`config.mk`:
```
export PLATFORM = sky130hd
export DESIGN_NAME = fifo_rd_port
export DESIGN_NICKNAME = d
export VERILOG_FILES = /design/src/rtl/fifo_pkg.sv /design/src/rtl/fifo_sync.sv /design/src/rtl/fifo_rd_port.sv
export SDC_FILE = /design/constraint.sdc
export NUM_CORES = 1
export LEC_CHECK = 0
export CORE_MARGIN = 8
export CORE_UTILIZATION = 48
export CTS_CLUSTER_DIAMETER = 150
export CTS_CLUSTER_SIZE = 24
export DETAILED_ROUTE_END_ITERATION = 8
export PLACE_DENSITY = 0.87
export SYNTH_ARGS = -nofsm -noshare
export SYNTH_HDL_FRONTEND = slang
export SYNTH_SLANG_ARGS = --single-unit
```
`constraint.sdc`:
```
create_clock -name i_clk -period 4.5 [get_ports i_clk]
set_clock_uncertainty 0.15 [all_clocks]
set_input_delay 1.35 -clock i_clk [delete_from_list [all_inputs] [get_ports i_clk]]
set_output_delay 1.35 -clock i_clk [all_outputs]
set_load 0.01 [all_outputs]
```
`src/rtl/fifo_pkg.sv`:
```
// Shared definitions for the async FIFO pointer controllers.
package fifo_pkg;

    localparam int SyncStages = 2;

    // Width-generic Gray/binary conversion, shared by both FIFO sides.
    virtual class gray_conv #(parameter int W = 4);
        static function logic [W-1:0] bin2gray(input logic [W-1:0] b);
            return b ^ (b >> 1);
        endfunction

        static function logic [W-1:0] gray2bin(input logic [W-1:0] g);
            logic [W-1:0] b;
            b[W-1] = g[W-1];
            for (int i = W - 2; i >= 0; i--) b[i] = b[i+1] ^ g[i];
            return b;
        endfunction
    endclass

endpackage

```
`src/rtl/fifo_sync.sv`:
```
// Multi-flop synchroniser for a Gray-coded pointer crossing into this domain.
module fifo_sync
    import fifo_pkg::*;
#(
    parameter int Width  = 4,
    parameter int Stages = SyncStages
) (
    input  logic             i_clk,
    input  logic             i_rst_n,
    input  logic [Width-1:0] i_d,
    output logic [Width-1:0] o_q
);

    logic [Stages-1:0][Width-1:0] sync_q;

    // Shift the far-domain pointer through the flop chain.
    always_ff @(posedge i_clk or negedge i_rst_n) begin
        if (!i_rst_n) sync_q <= '0;
        else          sync_q <= {sync_q[Stages-2:0], i_d};
    end

    assign o_q = sync_q[Stages-1];

endmodule

```
`src/rtl/fifo_rd_port.sv`:
```
// Read-side controller of the async FIFO: pointer, empty, level and a
// first-word-fall-through output register in front of the consumer.
module fifo_rd_port
    import fifo_pkg::*;
#(
    parameter  int DataWidth = 8,
    parameter  int Depth     = 8,
    localparam int AddrWidth = $clog2(Depth),
    localparam int PW        = AddrWidth + 1
) (
    input  logic                 i_clk,
    input  logic                 i_rst_n,
    input  logic [PW-1:0]        i_wr_ptr_gray,
    output logic [PW-1:0]        o_rd_ptr_gray,
    output logic [AddrWidth-1:0] o_rd_addr,
    input  logic [DataWidth-1:0] i_rd_data,
    output logic [DataWidth-1:0] o_data,
    output logic                 o_valid,
    input  logic                 i_ready,
    output logic                 o_empty,
    output logic [PW-1:0]        o_mem_level
);

    logic [PW-1:0] wq2;
    logic [PW-1:0] rd_bin;
    logic [PW-1:0] rd_gray;
    logic [PW-1:0] rd_bin_nxt;
    logic          fetch;

    fifo_sync #(
        .Width  (PW),
        .Stages (SyncStages)
    ) u_wr_ptr_sync (
        .i_clk   (i_clk),
        .i_rst_n (i_rst_n),
        .i_d     (i_wr_ptr_gray),
        .o_q     (wq2)
    );

    assign rd_bin_nxt    = rd_bin + PW'(1);
    assign o_empty       = (rd_gray == wq2);
    assign o_mem_level   = gray_conv#(PW)::gray2bin(wq2) - rd_bin;
    // Refill the output register when it is free or being drained this cycle.
    assign fetch         = !o_empty && (!o_valid || i_ready);
    assign o_rd_addr     = rd_bin[AddrWidth-1:0];
    assign o_rd_ptr_gray = rd_gray;

    // Advance the read pointer (binary and Gray copies) on each fetch.
    always_ff @(posedge i_clk or negedge i_rst_n) begin
        if (!i_rst_n) begin
            rd_bin  <= '0;
            rd_gray <= '0;
        end else if (fetch) begin
            rd_bin  <= rd_bin_nxt;
            rd_gray <= gray_conv#(PW)::bin2gray(rd_bin_nxt);
        end
    end

    // Output register: load on fetch, drop valid on a plain accept, else hold.
    always_ff @(posedge i_clk or negedge i_rst_n) begin
        if (!i_rst_n) begin
            o_data  <= '0;
            o_valid <= 1'b0;
        end else if (fetch) begin
            o_data  <= i_rd_data;
            o_valid <= 1'b1;
        end else if (o_valid && i_ready) begin
            o_valid <= 1'b0;
        end
    end

endmodule
```
After elaboration in Yosys (flattened, before gate mapping)
Index checks and enable logic that the tools add are counted.
{"block": "word_totals", "in_bits": 15, "out_inout_bits": 21, "reg_bits": 25, "elab_cells": 21}
{"block": "op_classes", "n_bitwise": 4, "mux": 2, "eq_ne": 1, "reduce_logical": 6, "addsub": 2}
{"operator": "4-bit by 1-bit adder with 4-bit output, second input constant", "count": 1}
{"operator": "4-bit equality test", "count": 1}
{"operator": "4-bit subtractor", "count": 1}
{"operator": "4-bit by 3-bit bitwise XOR with 4-bit output", "count": 1}
{"operator": "1-bit bitwise XOR", "count": 3}
{"operator": "1-bit logical AND", "count": 2}
{"operator": "1-bit logical NOT", "count": 2}
{"operator": "1-bit 2-to-1 mux", "count": 2}
{"operator": "2-bit nonzero test", "count": 1}
{"operator": "1-bit logical OR", "count": 1}

Longest topological paths before layout
{"block": "depth", "word_depth": 4, "depth_mapped": 8, "depth_no_buf": 8}

By module
Synthesis repeated with hierarchy kept, for this count alone.
{"block": "hier_totals", "cells_unflattened": 81, "area_unflattened_um2": 1112.3}
{"module": "fifo_rd_port", "cells_per_inst": 69, "seq_area_each_um2": 400.4, "instances": 1, "area_each_um2": 882.1}
{"module": "fifo_sync", "cells_per_inst": 12, "seq_area_each_um2": 200.2, "instances": 1, "area_each_um2": 230.2}

Least setup slack after synthesis
OpenSTA, ideal clock, no wires.
{"block": "synth_timing", "kind": "register -> output", "startpoint": "reg u_wr_ptr_sync.sync_q, in the netlist u_wr_ptr_sync.o_q[3]", "endpoint": "out o_mem_level[3]", "required_time_ns": 3.000, "arrival_time_ns": 1.809, "n_path_buf": 0, "slack_ns": 1.191, "path_stages_with_launch": 9, "path_cell_list": "dfrtp_1 > xor2_1 > xnor2_1 > xor2_1 > ha_1 > inv_1 > a21o_1 > a21oi_1 > xor2_1"}
{"block": "synth_via", "elab_chain_cells": 4}
{"item": "start, declared", "line_no": "fifo_sync.sv:14", "text": "logic [Stages-1:0][Width-1:0] sync_q;"}
{"item": "start signal, assigned", "line_no": "fifo_sync.sv:19", "text": "else sync_q <= {sync_q[Stages-2:0], i_d};"}
{"item": "1-bit bitwise XOR (3 in series)", "line_no": "fifo_pkg.sv:15", "text": "for (int i = W - 2; i >= 0; i--) b[i] = b[i+1] ^ g[i];"}
{"item": "4-bit subtractor (*)", "line_no": "fifo_rd_port.sv:42", "text": "assign o_mem_level = gray_conv#(PW)::gray2bin(wq2) - rd_bin;"}
{"item": "end, declared", "line_no": "fifo_rd_port.sv:21", "text": "output logic [PW-1:0] o_mem_level"}
Every way passes the cells marked *; elsewhere a longest branch is shown, timed or not.

Worst setup path after layout
Same ends and word-level chain as after synthesis.

==> impl_metrics.tcl <==
set metrics [dict create \
    via_count 684 \
    cp_slowest_cell "clkdlybuf4s50_1" \
    crit_fanout 3 \
    drive_gt1_frac 0.132 \
    ys_seq_area_frac 0.555 \
    grt_start_max_net_pins 25 \
    whs_endpoint "u_wr_ptr_sync.o_q[1]" \
    synthesis.area_sq_mm 0.00108 \
    via_per_inst 4.82 \
    dieArea_sq_mm 0.00403 \
    synth-seq-cells 24 \
    ir_worst_vdd_mv 0.443 \
    reg2reg_from "rd_bin[3]" \
    hold_violations 0 \
    ant_nets 0 \
    cts_buffer_depth 2 \
    dieHeight_um 63.5 \
    postCtsHoldBufs 0 \
    root_buffer "clkbuf_4" \
    coreArea_sq_mm 0.00217 \
    worstPathArrival_ns 2.74 \
    h-tree-depth 1 \
    min_path_cells 0 \
    powerDensity_mw_per_mm2 694 \
    io_pins 36 \
    drc 0 \
    min_path_type "flop to flop" \
    cp_common_cell "xor2_1" \
    worstPathCellList "xor2_1, xnor2_1, xor2_1, ha_1, inv_1, a21o_1, a21oi_1, xor2_1, clkdlybuf4s50_1" \
    cts_tree "built" \
    hold_start "u_wr_ptr_sync.sync_q[1]" \
    timing.hold.ws_ns 0.213 \
    clock.fmax_mhz 236 \
    clock_latency_ns 0.31 \
    synth_cells 77 \
    crit_path_start_kind "flop" \
    r2r-end "o_data[3]" \
    yosysTopAreaCell "dfrtp_1" \
    cts_buffers 3 \
    max_stage_delay_ns 0.55 \
    port_buffers 35 \
    grt_remaining_overflow 0 \
    drv_cap 0 \
    drtIter0Drc 6 \
    synth_warnings 0 \
    diodes 0 \
    relSlewSlack 0.314 \
    syn_avg_cell_area_sq_um 14.1 \
    rrSetupSlack_ns 2.31 \
    post-route-period-util 0.942 \
    fin_tns_setup_ns 0 \
    cts_setup_buffers 0 \
    totalWireLength_um 2120 \
    dp_hpwl_um 1650 \
    clkTransAtPathRegs_ns 0.12 \
    critPathRequiredTime_ns 3.00 \
    antenna_found_initial 0 \
    wl_per_cell_um 14.9 \
    die_x_um 63.5 \
    cellLeakagePower_nw 0.649 \
    routabilityCongestion 0.787 \
    num_rows 17 \
    grt_pass1_vias 809 \
    rsz0062_at_grt "false" \
    final_max_slew_viol_count 0 \
    end_kind "primary output" \
    path_class "flop to primary output" \
    cts.sinks 24 \
    cts_resized 0 \
    post-route-min-period_ns 4.24 \
    detail_route.first_pass.iterations 3 \
    syn2layout_area_growth_pct 36.1 \
    ys_types 18 \
    grt_first_pass_wirelength_um 3820 \
    synthTopCellsByArea "dfrtp_1 (55%), xor2_1 (7.3%), mux2_4 (6.9%)" \
    power.total_mw 1.02 \
    status "completed" \
    synth.top_cell.area_share 0.555 \
    tightest_slew_ns 1.03 \
    reg2reg_depth 3 \
    setup_violations 0 \
    syn-num-nets 97 \
    gr-usage-all-layers 0.116 \
    final_nets 135 \
    start_util 0.499 \
]
routing by layer:
metal / global-route usage / part of all wire / vias to the layer above
met4: 0.0418 / 0.0099 / 0
met2: 0.177 / 0.47 / 29
li1: - / - / 322
met5: 0 / 0 / -
met1: 0.130 / 0.42 / 330
met3: 0.0689 / 0.11 / 3
registers in the layout, summed over array words and instances (netlist names):
| register | count |
|---|---|
| u_wr_ptr_sync.sync_q | 4 |
| o_data | 8 |
| o_valid | 1 |
| o_rd_ptr_gray | 3 |
| rd_bin | 4 |
| u_wr_ptr_sync.o_q | 4 |
power by group:
group / internal, mW / switching (mW)
Combinational: 0.340 / 0.227
Sequential: 0.277 / 0.0667
Clock: 0.0494 / 0.0626
cell usage in the layout (no fill, tap or decap), drive strengths merged:
master,Yosys,final
inv,6,6
o41a,1,1
clkdlybuf4s50,0,35
a21oi,1,1
clkbuf,0,4
dfrtp,24,24
nor4,1,1
xnor2,8,8
mux2,11,11
ha,4,4
a21o,1,1
nand2b,1,1
nand2,5,5
nand4,1,1
xor2,9,9
o21ai,1,1
fa,1,1
synth_stat cells, drive strengths merged:
| cell | number |
|---|---|
| a21o | 1 |
| a21oi | 1 |
| buf | 2 |
| dfrtp | 24 |
| fa | 1 |
| ha | 4 |
| inv | 6 |
| mux2 | 11 |
| nand2 | 5 |
| nand2b | 1 |
| nand4 | 1 |
| nor4 | 1 |
| o21ai | 1 |
| o41a | 1 |
| xnor2 | 8 |
| xor2 | 9 |
critical path: cells and delay by family (launching register included):
kind	cells	cell delay, ns
AO/OA/AOI/OAI	2	0.32
XOR/XNOR	4	0.88
adder cells (fa/ha/maj)	1	0.20
buffers and inverters	2	0.60
flip-flops	1	0.42
metrics by stage:
step                      setup slack, ns  area, sq um  instances   util
final                               0.259         1470        142  0.679
after detailed placement            0.605         1440        138  0.662
after CTS                           0.239         1470        142  0.679
after floorplan                      1.19         1080         77      -
after global placement              0.700         1440        138  0.662
after global routing               0.0641         1470        142  0.679
worst max path at each step:
stage	slack, ns	cells after the start	end	startpoint
floorplan	1.19	8	o_mem_level[3]	u_wr_ptr_sync.o_q[3]
global placement	0.70	9	o_mem_level[3]	u_wr_ptr_sync.o_q[3]
detailed placement	0.60	9	o_mem_level[3]	u_wr_ptr_sync.o_q[3]
CTS	0.24	9	o_mem_level[3]	u_wr_ptr_sync.o_q[3]
global route	0.06	9	o_mem_level[3]	u_wr_ptr_sync.o_q[3]
finish	0.26	9	o_mem_level[3]	u_wr_ptr_sync.o_q[3]
cells by family after synthesis:
kind of cell | after synthesis | synth area share
DFF | 24 | 0.555
buffers and inverters | 8 | 0.0497
adders and majority gates | 5 | 0.0647
and+or+nand+nor | 8 | 0.0347
muxes | 11 | 0.132
AOI/OAI and AO/OA | 4 | 0.0266
xor gates and xnor gates | 17 | 0.138
cell type report:
| type | instances | area, sq um |
|---|---|---|
| clock buffer | 4 | 36.3 |
| tap | 28 | 35.0 |
| fill | 166 | 697 |
| multi-input combinational | 45 | 428 |
| timing repair buffer | 35 | 350 |
| inverter | 6 | 22.5 |
| sequential | 24 | 601 |
No activity file was read; power rests on OpenSTA's default activity.
